<file path="src/rtl/serial_mult_ctrl.sv">
`default_nettype none
// ============================================================================
// Module   : serial_mult_ctrl
// Brief    : Bit-serial shift-and-add unsigned multiplier controller. Walks
//            the multiplier bits row by row and, for every set bit, ripples
//            the shifted multiplicand into the accumulator one column per
//            cycle through a single external full_adder cell.
// Revision : 1.0 - initial release
// ============================================================================
module serial_mult_ctrl #(
  parameter int WIDTH = 3
) (
  input  logic                 clk,
  input  logic                 rst_n,
  input  logic                 start,
  input  logic [WIDTH-1:0]     a,
  input  logic [WIDTH-1:0]     b,
  output logic                 fa_a,
  output logic                 fa_b,
  output logic                 fa_cin,
  input  logic                 fa_sum,
  input  logic                 fa_cout,
  output logic                 busy,
  output logic                 done,
  output logic [2*WIDTH-1:0]   product
);

  // Counter widths: j and i must reach WIDTH; the column index j+i must
  // reach 2*WIDTH-1.
  localparam int PW = 2 * WIDTH;
  localparam int JW = $clog2(WIDTH + 1);
  localparam int CW = $clog2(2 * WIDTH);

  localparam logic [JW-1:0]    c_W      = JW'(WIDTH);
  localparam logic [JW-1:0]    c_LAST_J = JW'(WIDTH - 1);
  localparam logic [JW-1:0]    c_ONE_J  = JW'(1);
  localparam logic [WIDTH-1:0] c_ONE_OP = WIDTH'(1);
  localparam logic [PW-1:0]    c_ONE_P  = PW'(1);

  typedef enum logic [1:0] {
    S_IDLE = 2'd0,
    S_ROW  = 2'd1,
    S_ADD  = 2'd2,
    S_DONE = 2'd3
  } state_t;

  state_t            r_state;
  state_t            w_state_next;

  logic [WIDTH-1:0]  r_a;
  logic [WIDTH-1:0]  r_b;
  logic [PW-1:0]     r_acc;
  logic [JW-1:0]     r_j;
  logic [JW-1:0]     r_i;
  logic              r_carry;
  logic [PW-1:0]     r_product;

  logic [CW-1:0]     w_col;
  logic [PW-1:0]     w_mask;
  logic              w_a_bit;
  logic              w_b_bit;
  logic              w_acc_bit;
  logic [PW-1:0]     w_acc_next;
  logic              w_last_row;
  logic              w_last_col;

  // Bit selects are done with one-hot masks so that an out-of-range index
  // (i == WIDTH, the final carry column) naturally yields a zero bit.
  assign w_col      = CW'(r_j) + CW'(r_i);
  assign w_mask     = c_ONE_P << w_col;
  assign w_a_bit    = |(r_a & (c_ONE_OP << r_i));
  assign w_b_bit    = |(r_b & (c_ONE_OP << r_j));
  assign w_acc_bit  = |(r_acc & w_mask);
  assign w_acc_next = fa_sum ? (r_acc | w_mask) : (r_acc & ~w_mask);
  assign w_last_row = (r_j == c_LAST_J);
  assign w_last_col = (r_i == c_W);
  assign product    = r_product;

  // State register.
  always_ff @(posedge clk or negedge rst_n) begin
    if (!rst_n) begin
      r_state <= S_IDLE;
    end else begin
      r_state <= w_state_next;
    end
  end

  // Next-state decode and the adder/handshake outputs.
  always_comb begin
    w_state_next = r_state;
    fa_a         = 1'b0;
    fa_b         = 1'b0;
    fa_cin       = 1'b0;
    busy         = (r_state != S_IDLE);
    done         = (r_state == S_DONE);
    case (r_state)
      S_IDLE: begin
        if (start) begin
          w_state_next = S_ROW;
        end
      end
      S_ROW: begin
        if (w_b_bit) begin
          w_state_next = S_ADD;
        end else if (w_last_row) begin
          w_state_next = S_DONE;
        end
      end
      S_ADD: begin
        fa_a   = w_a_bit;
        fa_b   = w_acc_bit;
        fa_cin = r_carry;
        if (w_last_col) begin
          w_state_next = w_last_row ? S_DONE : S_ROW;
        end
      end
      S_DONE: begin
        w_state_next = S_IDLE;
      end
      default: begin
        w_state_next = S_IDLE;
      end
    endcase
  end

  // Operand latch, row/column counters, carry and accumulator.
  always_ff @(posedge clk or negedge rst_n) begin
    if (!rst_n) begin
      r_a     <= '0;
      r_b     <= '0;
      r_acc   <= '0;
      r_j     <= '0;
      r_i     <= '0;
      r_carry <= 1'b0;
    end else begin
      case (r_state)
        S_IDLE: begin
          if (start) begin
            r_a     <= a;
            r_b     <= b;
            r_acc   <= '0;
            r_j     <= '0;
            r_i     <= '0;
            r_carry <= 1'b0;
          end
        end
        S_ROW: begin
          if (w_b_bit) begin
            r_i     <= '0;
            r_carry <= 1'b0;
          end else if (!w_last_row) begin
            r_j <= r_j + c_ONE_J;
          end
        end
        S_ADD: begin
          r_acc   <= w_acc_next;
          r_carry <= fa_cout;
          if (w_last_col) begin
            r_i <= '0;
            if (!w_last_row) begin
              r_j <= r_j + c_ONE_J;
            end
          end else begin
            r_i <= r_i + c_ONE_J;
          end
        end
        default: begin
        end
      endcase
    end
  end

  // Capture the final accumulator on entry to DONE; the last column write
  // lands on that same edge, so take the post-write value when leaving ADD.
  always_ff @(posedge clk or negedge rst_n) begin
    if (!rst_n) begin
      r_product <= '0;
    end else if ((w_state_next == S_DONE) && (r_state != S_DONE)) begin
      r_product <= (r_state == S_ADD) ? w_acc_next : r_acc;
    end
  end

endmodule
`default_nettype wire

</file>
<file path="config.mk">
export PLATFORM = sky130hd
export DESIGN_NAME = serial_mult_ctrl
export DESIGN_NICKNAME = d
export VERILOG_FILES = /design/src/rtl/serial_mult_ctrl.sv
export SDC_FILE = /design/constraint.sdc
export NUM_CORES = 1
export LEC_CHECK = 0
export CAP_MARGIN = 15
export CORE_MARGIN = 2
export CORE_UTILIZATION = 58
export DETAILED_ROUTE_END_ITERATION = 8
export PLACE_DENSITY = 0.84
export SETUP_SLACK_MARGIN = 0.2
export SLEW_MARGIN = 20
export SYNTH_ARGS = -nofsm -noshare
export SYNTH_HDL_FRONTEND = slang
export SYNTH_SLANG_ARGS = --single-unit
</file>
<file path="constraint.sdc">
create_clock -name clk -period 3.5 [get_ports clk]
set_input_delay 0.7 -clock clk [delete_from_list [all_inputs] [get_ports clk]]
set_output_delay 0.7 -clock clk [all_outputs]
set_load 0.01 [all_outputs]
</file>
==> metrics.md <==
| Metric | Value |
|---|---|
| Outcome | `completed` |
| Final wirelength | `2970 um` |
| Data arrival time of the critical path | `2.44 ns` |
| Global route overflow | `0` |
| H-tree Lvls | `1` |
| MaxCap Viol Count | `0` |
| Root buffer cell | `clkbuf_4` |
| Crit-path max cell delay | `0.62 ns` |
| Post-synth top area share | `0.415` |
| Via count | `1117` |
| Final period utilization | `0.897` |
| Count leader, synth | `dfrtp_1` |
| Startpoint class of the critical path | `flop` |
| Die ar. | `3030 sq um` |
| Adder-Cell Fraction of Synth Area | `0.121` |
| Placed wire-length estimate | `2160 um` |
| Clk pin slew, worst setup/hold paths | `0.14 ns` |
| Synth Warn # | `0` |
| Pwr dens | `701 nW/um^2` |
| GR Util All Layers | `0.231` |
| CP Depth | `6` |
| Slowest stage cell, crit path | `fa_2` |
| Seq cells post-synth | `25` |
| Mux share of post-synthesis cell area | `0.181` |
| Pre-CTS setup slack | `0.268 ns` |
| # clock sinks | `25` |
| Cell Chain, Critical Path | `ha_1, fa_2, nor3b_4, a22oi_1, a31oi_1, dlygate4sd2_1` |
| Worst path top cell family by delay | `adder cells` |
| Drt via density | `5.70` |
| Worst slew pin tran | `0.678 ns` |
| Crit. End Element | `output pin` |
| Synth Area in Compound Gates | `0.132` |
| Buf+Inv Stages, Crit Path | `1` |
| Sequential cell area | `626 sq um` |
| CTS tree | `yes` |
| Die Wd | `55.0 um` |
| Final min period | `3.14 ns` |
| Synthesized cell area | `1510 sq um` |
| Asr flop ratio synth | `1.00` |
| Slew HR | `0.543` |
| Clk_lat worst skew | `0.34 ns` |
| Synth cell types | `30` |
| Crit Path Max Fanout | `6` |
| Max rail drop VDD | `0.526 mV` |
| Worst Skew | `0.0140 ns` |
| Antenna viol nets, final | `0` |
| Crit path required time | `2.80 ns` |
| Pin count of the biggest net entering global routing | `26` |
| Core Box Area | `2480 sq um` |
| Yosys top cell by area | `dfrtp_1` |
| First-pass DRT Iterations | `4` |
| Most frequent cells after synthesis | `25 x dfrtp_1, 20 x nand2_1, 15 x o21ai_0` |
| First-pass GRT wire length | `4900 um` |
| Clock tree buffer depth | `2` |
| Initial antenna violation count | `0` |
| Slew Viols, Final | `0` |
| Die H | `55.0 um` |
| GPL Wtd Cong | `0.809` |
| Worst reg2reg path depth | `7` |
| Setup repair after global routing missed its margin | `no` |
| Final core utilization | `0.737` |
| Hold WC Path Type | `flop to flop` |
| Row count | `18` |
| CTS Hold Buffers Added | `0` |
| Share of layout cells above drive strength 1 | `0.181` |
| Hold Path Cell Cnt | `1` |
| Post-synthesis net count | `166` |
| Hold Violations, Final | `0` |
| Worst setup margin | `0.361 ns` |
| Seq/Total Area, Yosys | `0.415` |
| Setup-failing EPs final | `0` |
| Top cells by area, synth | `dfrtp_1 41%, ha_1 11%, mux2_2 9.0%` |
| ANT cells | `0` |
| EDFF count, synth | `0` |
| XOR/XNOR Fraction of Synth Area | `0` |
| Footprint of the multi-input gates | `866 sq um` |
| I/O pin count | `22` |
| Most used DFF post-synth | `dfrtp_1` |
| Total power | `1280 uW` |
| Initial Util | `0.609` |
| Simple-gate share of the synthesized area | `0.119` |
| Avg Inst Size Synth | `10.7 sq um` |
| Num CTS Buffers | `3` |
| Nets | `192` |
| Vias in the first global route | `1123` |
| Layout area overhead | `21.0%` |
| DRT iter0 DRCs | `21` |
| Kind of critical path | `flop to output pin` |
| Main combinational cell family by area after synthesis | `multiplexers` |
| Post-synthesis cell count | `141` |
| Fmax | `319 MHz` |
| # fillers | `172` |
| Final setup TNS | `0 ns` |
| DR WL/cell | `15.2 um` |
| Post-route DRC violation count | `0` |
| Leak Pwr | `0.000814 uW` |
| Count of input and output buffers | `21` |
## report_power, final
part / switching [uW] / internal [uW] / total (uW) / leakage [uW]
sequential: 67.4 / 384 / 451 / 0.000330
combinational: 371 / 324 / 695 / 0.000471
clock: 90.5 / 43.9 / 134 / 0.0000139
## cells in the final DEF, fill, tap and decap left out, types with 2 or more instances in the layout
cell type        synthesis  layout
dfrtp_1                 25      25
nand2_1                 20      20
clkdlybuf4s50_1          0      20
o21ai_0                 15      15
mux2_2                  12      12
ha_1                    13      12
inv_1                   10      10
mux2i_1                  7       7
mux2_1                   6       6
nor2_1                   3       3
a22oi_1                  3       3
clkbuf_4                 0       3
a222oi_1                 2       2
nor3b_2                  0       2
and3b_1                  2       2
nand2b_1                 2       2
nand3_1                  2       2
buf_4                    0       2
## metal layers
layer | track usage | routed length (um)
met5 | 0 | 0
met4 | 0.0772 | 41
met3 | 0.0511 | 151
met2 | 0.385 | 1420
met1 | 0.296 | 1360
## kinds of logic after synthesis
group                    after synthesis
multiplexers                          25
adder cells (fa/ha/maj)               14
AND/OR/NAND/NOR                       35
buffers and inverters                 13
flip-flops                            25
AO/OA/AOI/OAI                         29
## layout make-up
cell class                 instances  share of cell area
clock buffer                       3              0.0123
inverter                          11              0.0233
clock inverter                     1             0.00411
multi-input combinational        103               0.474
tap                               30              0.0206
timing repair buffer              23               0.123
sequential                        25               0.343
## final timing paths
check | start | end | slack (ns)
min | product[2]$_DFFE_PN0P_ | product[2]$_DFFE_PN0P_ | 0.51
min reg2reg | product[2]$_DFFE_PN0P_ | product[2]$_DFFE_PN0P_ | 0.51
max | r_j[0]$_DFFE_PN0P_ | fa_b | 0.36
max reg2reg | r_state[0]$_DFF_PN0_ | product[4]$_DFFE_PN0P_ | 1.14
max in group asynchronous | rst_n | r_i[0]$_DFFE_PN0P_ | 2.55
min in group asynchronous | rst_n | r_j[1]$_DFFE_PN0P_ | 0.70
## sequential cells by signal, summed over array words and instances, names as in the netlist
register	cells
r_a	3
r_carry	1
product	6
r_state	2
r_j	2
r_i	2
r_acc	6
r_b	3
## through the flow
stage | hold WS [ns] | instances | instance area [sq um]
after global placement | 0.473 | 191 | 1760
after CTS | 0.519 | 196 | 1820
after detailed placement | 0.485 | 191 | 1760
after global routing | 0.532 | 196 | 1830
after floorplan | 0.404 | 141 | 1510
final | 0.513 | 196 | 1830
## repair_timing
item / 4_1_cts / 5_1_grt
gates resized for setup: 8 / 1
endpoints found under the setup margin: 3 / 2
endpoints found under the hold margin: 0 / 0
buffers inserted: 1 / 0
gates cloned: 0 / 0
pin swaps: 3 / 0
(Power assumes the default switching activity.)
